--- src/rtl/sync_gate_responder.sv ---
`default_nettype none
// ============================================================================
//  Module      : sync_gate_responder
//  Description : Responder side of the Sync/Gate/Done handshake. Runs the
//                sync-wait, gate-wait and gate-timeout counters and returns
//                wait-complete pulses plus the one-hot previous-state vector.
//  Revision    : 1.0  initial release
// ============================================================================
module sync_gate_responder #(
   parameter int WAIT_W    = 8,
   parameter int SYNC_WAIT = 4,
   parameter int GATE_WAIT = 8,
   parameter int TIMEOUT   = 64
) (
   input  logic       clk,
   input  logic       rst,
   input  logic       sync,
   input  logic       gate,
   input  logic       done,
   output logic [4:0] prev_state,
   output logic       wc,
   output logic       wc0,
   output logic       done_ack,
   output logic       busy,
   output logic       err
);

   typedef enum logic [2:0] {
      S_IDLE      = 3'd0,
      S_SYNC_WAIT = 3'd1,
      S_GATE_ON   = 3'd2,
      S_GATE_WAIT = 3'd3,
      S_FINISH    = 3'd4
   } state_t;

   // Counters are loaded with N-1 so that completion happens on the N-th edge.
   localparam logic [WAIT_W-1:0] c_sync_load = WAIT_W'(SYNC_WAIT - 1);
   localparam logic [WAIT_W-1:0] c_gate_load = WAIT_W'(GATE_WAIT - 1);
   localparam logic [WAIT_W-1:0] c_tmo_last  = WAIT_W'(TIMEOUT - 1);

   state_t            r_state;
   logic [WAIT_W-1:0] r_cnt;
   logic [WAIT_W-1:0] r_tmo;

   state_t            w_state_nxt;
   logic [WAIT_W-1:0] w_cnt_nxt;
   logic [WAIT_W-1:0] w_tmo_nxt;
   logic              w_err_nxt;
   logic              w_wc_nxt;
   logic              w_wc0_nxt;
   logic              w_ack_nxt;
   logic              w_restart;
   logic [4:0]        w_state_oh;

   // One-hot view of the current state; registered to form prev_state.
   always_comb begin
      w_state_oh = 5'd1 << r_state;
   end

   // Next-state, counter and flag logic; restart outranks every other exit.
   always_comb begin
      w_state_nxt = r_state;
      w_cnt_nxt   = r_cnt;
      w_tmo_nxt   = r_tmo;
      w_err_nxt   = err;
      w_wc_nxt    = 1'b0;
      w_wc0_nxt   = 1'b0;
      w_ack_nxt   = 1'b0;
      w_restart   = sync && ((r_state == S_SYNC_WAIT) ||
                             (r_state == S_GATE_ON)   ||
                             (r_state == S_GATE_WAIT));

      if (w_restart) begin
         w_state_nxt = S_SYNC_WAIT;
         w_cnt_nxt   = c_sync_load;
         w_err_nxt   = 1'b1;
      end else begin
         case (r_state)
            S_IDLE: begin
               if (sync) begin
                  w_state_nxt = S_SYNC_WAIT;
                  w_cnt_nxt   = c_sync_load;
                  w_err_nxt   = 1'b0;
               end
            end
            S_SYNC_WAIT: begin
               if (r_cnt != '0) begin
                  w_cnt_nxt = r_cnt - 1'b1;
               end else begin
                  w_state_nxt = S_GATE_ON;
                  w_wc_nxt    = 1'b1;
                  w_tmo_nxt   = '0;
               end
            end
            S_GATE_ON: begin
               if (gate) begin
                  w_state_nxt = S_GATE_WAIT;
                  w_cnt_nxt   = c_gate_load;
               end else if (r_tmo >= c_tmo_last) begin
                  w_state_nxt = S_IDLE;
                  w_err_nxt   = 1'b1;
               end else begin
                  w_tmo_nxt = r_tmo + 1'b1;
               end
            end
            S_GATE_WAIT: begin
               // gate is deliberately ignored on the completing edge
               if (r_cnt == '0) begin
                  w_state_nxt = S_FINISH;
                  w_wc0_nxt   = 1'b1;
               end else if (!gate) begin
                  w_state_nxt = S_IDLE;
                  w_err_nxt   = 1'b1;
               end else begin
                  w_cnt_nxt = r_cnt - 1'b1;
               end
            end
            S_FINISH: begin
               if (done) begin
                  w_state_nxt = S_IDLE;
                  w_ack_nxt   = 1'b1;
               end
            end
            default: begin
               w_state_nxt = S_IDLE;
            end
         endcase
      end
   end

   // State, counters and all registered outputs; async reset cancels pulses.
   always_ff @(posedge clk or posedge rst) begin
      if (rst) begin
         r_state    <= S_IDLE;
         r_cnt      <= '0;
         r_tmo      <= '0;
         prev_state <= 5'b00001;
         wc         <= 1'b0;
         wc0        <= 1'b0;
         done_ack   <= 1'b0;
         busy       <= 1'b0;
         err        <= 1'b0;
      end else begin
         r_state    <= w_state_nxt;
         r_cnt      <= w_cnt_nxt;
         r_tmo      <= w_tmo_nxt;
         prev_state <= w_state_oh;
         wc         <= w_wc_nxt;
         wc0        <= w_wc0_nxt;
         done_ack   <= w_ack_nxt;
         busy       <= (w_state_nxt != S_IDLE);
         err        <= w_err_nxt;
      end
   end

endmodule
`default_nettype wire
--- config.mk ---
export PLATFORM = sky130hd
export DESIGN_NAME = sync_gate_responder
export DESIGN_NICKNAME = d
export VERILOG_FILES = /design/src/rtl/sync_gate_responder.sv
export SDC_FILE = /design/constraint.sdc
export NUM_CORES = 1
export LEC_CHECK = 0
export ABC_CLOCK_PERIOD_IN_PS = 2300
export CAP_MARGIN = 15
export CORE_MARGIN = 2
export CORE_UTILIZATION = 55
export DETAILED_ROUTE_END_ITERATION = 8
export GPL_TIMING_DRIVEN = 1
export HOLD_SLACK_MARGIN = 0.12
export PLACE_DENSITY = 0.79
export RECOVER_POWER = 50
export SLEW_MARGIN = 15
export SYNTH_ARGS = -nofsm -noshare
export SYNTH_HDL_FRONTEND = slang
export SYNTH_SLANG_ARGS = --single-unit
export TNS_END_PERCENT = 10
--- constraint.sdc ---
create_clock -name clk -period 2.3 [get_ports clk]
set_input_delay 0.46 -clock clk [delete_from_list [all_inputs] [get_ports clk]]
set_output_delay 0.46 -clock clk [all_outputs]
set_load 0.01 [all_outputs]
==> metrics.md, run 1 <==
| Metric | Value |
|---|---|
| Worst-margin pin slew | 1.55 ns |
| CTS tree | built |
| Reg2reg setup slack | 0.1 ns |
| Clock group share of total power | between 20% and 30% |
| FMAX | 0.454 GHz |
| Worst setup SP type | flip-flop |
| Hold Buf Count CTS | 0 |
| Syn Inst Count | 142 |
| Crit path largest cell delay | 0.47 ns |
| Fin crit period | roughly 2.2 ns |
| Seq pwr share | 42.9% |
| Clock Latency Late Sink | 0.34 ns |
| DRC Markers | 0 |
| Worst Path Buf+Inv | 1 |
| Post-route insts no fill | 201 |
| Starting DRC count in detailed routing | 29 |
| Pwr/cell area | slightly below 1000 nW/um2 |
| Initial core utilization | 57.3% |
| Worst Hold End | err$_DFFE_PP0P_ |
| Gate power share | 31.1% |
| IO buf count | 14 |
| Total Routed Length | 2930 um |
| Worst-path cell chain | inv_1, ha_1, nor4b_4, nand4_2, o22a_4, or4_1, a21oi_1 |
| Mapped cell area | 1390 um2 |
| Die area | ~3000 um2 |
| Cts bufs inserted | 5 |
| Worst Skew | between 0.01 and 0.015 ns |
| Pleak | 0.000764 uW |
| R2r startpoint | r_cnt[0]$_DFFE_PP0P_ |
| Violated checks | max-capacitance violations, max-slew violations |
| Worst EP arrival | between 2 and 2.5 ns |
| Hold Crit Start | err$_DFFE_PP0P_ |
| Detailed placement HPWL | 2170 um |
| Clk root buf | clkbuf_4 |
| Final net count | 177 |
| Placeable Area | ~2400 um2 |
| Number of distinct library cells after synthesis | 40 |
| CP Max Fanout | 8 |
| DR vias | 1,138 |
| Initial antenna violation count | 0 |
| Min-delay worst type | flip-flop to flip-flop |
| Synthesized area per cell | 9.81 um2 |
| I/O pin total | 15 |
| Multi-input logic area | 612 um2 |
| CTS clock-pin slew for the worst setup and hold paths | around 0.09 ns |
| Cts repair resizes | 0 |
| Slew margin rel. | -3.54% |
| Crit-path leading delay family | simple AND/OR/NAND/NOR gates |
| CP required | between 2 and 3 ns |
| Status | complete, but fails checks |
| Die Ht | 54.3 um |
| Crit Reg-Reg Endpoint | r_tmo[5]$_DFFE_PP0P_ |
| Seq cells post-synth | 29 |
| Antenna cell count | 0 |
| Postcts setup bufs | 0 |
| Ys flop type | dfrtp_1 |
| Filler cells | 189 |
| Int Power | 1120 uW |
| Routed Antenna Nets | 0 |
| Slowest-stage cell, CP | or4_1 |
| Setup ws final | 0.0953 ns |
| RD Place Congestion | 0.839 |
| Worst Path Class, Setup | flip-flop to flip-flop |
| Vias per Instance | 5.66 |
| Switching fraction of total power | 32.9% |
| Sink Count | 29 |
| Clk buf depth | 2 |
| Crit share post-route | between 90% and 100% |
| Post-Syn Nets | between 100 and 150 |
| Async set-reset flop share out of synthesis | 100% |
| Die X | 54.3 um |
| Hold path cells | 1 |
| Final Max Tran Viols | 30 |
| GRT Util Overall | a little under a quarter |
| Peak VDD IR | 0.699 mV |
| Post-synthesis sequential area ratio | between 50% and 60% |
| Grt ovf | 0 |
| Critical path origin | r_cnt[0]$_DFFE_PP0P_ |
| Htree depth | 2 |
| Vias in the first global route | 1,071 |
| Placed cell count | 191 |
| Pin count of the biggest net entering global routing | 30 |
| Share of cells above drive strength 1 | 15.8% |
| Pre-CTS setup slack | 0.0659 ns |
| Sw power | 550 uW |
| R2R depth | 7 |
| Post-synth EDFFs | 0 |
| CP endpoint kind | flip-flop |
| Hold Vio Cnt, Final | 0 |
| Yosys Warn Count | 0 |
| FP Rows | 18 |
| Drt pass-1 iters | 4 |
| Register area | 727 um2 |
| WL per Instance | 14.6 um |
| Area growth syn-to-layout | 23.1% |
| Max_cap viols | 1 |
| Final Setup Violations | 0 |
| Global-route wire length before repair | 4620 um |
-- worst max path at each step --
stage | cells after the start | slack (ns) | endpoint
2_1_floorplan | 7 | 0.28 | r_tmo[0]$_DFFE_PP0P_
3_3_place_gp | 5 | 0.18 | r_tmo[0]$_DFFE_PP0P_
3_5_place_dp | 7 | 0.07 | r_tmo[5]$_DFFE_PP0P_
4_1_cts | 7 | 0.03 | r_tmo[5]$_DFFE_PP0P_
5_1_grt | 7 | -0.01 | r_tmo[5]$_DFFE_PP0P_
6_report | 7 | 0.1 | r_tmo[5]$_DFFE_PP0P_
-- Yosys cell counts, types with 2 or more instances --
| cell | n | area [um2] |
|---|---|---|
| nor2_1 | 14 | 52.6 |
| dfrtp_1 | 28 | 701 |
| clkbuf_1 | 2 | 7.51 |
| nor2b_1 | 2 | 12.5 |
| ha_1 | 2 | 25.0 |
| o21ai_0 | 10 | 50.1 |
| o21bai_1 | 2 | 15.0 |
| inv_1 | 8 | 30.0 |
| nor3_1 | 7 | 35.0 |
| o31ai_1 | 4 | 30.0 |
| o22ai_1 | 2 | 12.5 |
| or4_1 | 4 | 30.0 |
| nand3_1 | 7 | 35.0 |
| nand2_1 | 14 | 52.6 |
| a31oi_1 | 2 | 12.5 |
| a21oi_1 | 7 | 35.0 |
| and3_1 | 2 | 12.5 |
| nand2b_1 | 2 | 12.5 |
| mux2_2 | 2 | 22.5 |
-- layout make-up --
| cell class | instances | area share [%] |
|---|---|---|
| repair buffers | 25 | 12.8 |
| inverters | 9 | 1.97 |
| clock buffers | 7 | 3.21 |
| flip-flops and latches | 29 | 42.4 |
| clock inverters | 1 | 1.75 |
| well taps | 30 | 2.19 |
| multi-input cells | 100 | 35.7 |
-- worst reg2reg max path: cells and delay by family, from the launching register on --
family | cells | cell delay [ns]
buf+inv | 1 | 0.08
simple gates | 3 | 0.93
flops | 1 | 0.41
compound gates | 2 | 0.47
fa+ha+maj | 1 | 0.24
-- cell families after synthesis --
logic type,synth area share [%]
AOI/OAI and AO/OA,16.4
adders and majority gates,1.80
buffers and inverters,3.86
DFF,52.2
muxes,1.62
and+or+nand+nor,24.2
-- through the flow --
step	total power, uW	setup TNS [ns]	hold slack (ns)	instance area (um2)	util (%)
finish	1670	0	0.492	1710	70.5
global route	1770	-0.0104	0.519	1710	70.5
CTS	1670	0	0.487	1700	70.0
detailed placement	1240	0	0.476	1620	66.5
global placement	1210	0	0.464	1620	66.5
floorplan	1040	0	0.459	1390	-
-- state kept, by name, summed over array words and instances, names as in the netlist --
register	flops
r_cnt	8
r_tmo	8
prev_state	5
r_state	3
busy	1
done_ack	1
err	1
wc	1
wc0	1
-- layer usage --
layer | global-route usage [%] | wire length (um)
met1 | 26.6 | 1210
met2 | 37.6 | 1500
met3 | 8.47 | 158
met4 | 11.7 | 54
met5 | 0 | 0
-- placed cells by master (no fill, tap or decap), types with 2 or more instances in the layout --
| cell type | Yosys | final |
|---|---|---|
| dfrtp_1 | 28 | 28 |
| nand2_1 | 14 | 14 |
| nor2_1 | 14 | 14 |
| clkdlybuf4s50_1 | 0 | 14 |
| o21ai_0 | 10 | 10 |
| buf_4 | 1 | 10 |
| inv_1 | 8 | 8 |
| nor3_1 | 7 | 7 |
| nand3_1 | 7 | 7 |
| a21oi_1 | 7 | 7 |
| clkbuf_4 | 0 | 5 |
| or4_1 | 4 | 4 |
| o31ai_1 | 4 | 4 |
| nand2b_1 | 2 | 2 |
| a31oi_1 | 2 | 2 |
| mux2_2 | 2 | 2 |
| o22ai_1 | 2 | 2 |
| and3_1 | 2 | 2 |
| o21bai_1 | 2 | 2 |
| nor2b_1 | 2 | 2 |
| ha_1 | 2 | 2 |
| clkbuf_1 | 2 | 2 |
-- power groups by stage --
stage | logic [uW] | registers [uW] | clock network [uW]
finish | 520 | 717 | 434
floorplan | 322 | 719 | 0
global route | 579 | 729 | 467
CTS | 512 | 715 | 446
detailed placement | 511 | 727 | 0
global placement | 493 | 718 | 0
(Power assumes the default switching activity.)
==> run 2, diff against run 1 <==
Settings changed: SLEW_MARGIN 15 to unset.
==> results of run 2 <==
Same layout as run 1: the final DEF is identical, and so are final timing and power.
==> run 3, diff against run 2 <==
Settings changed: SKIP_CTS_REPAIR_TIMING set to 1.
==> results of run 3 <==
Same layout as run 1: the final DEF is identical, and so are final timing and power.
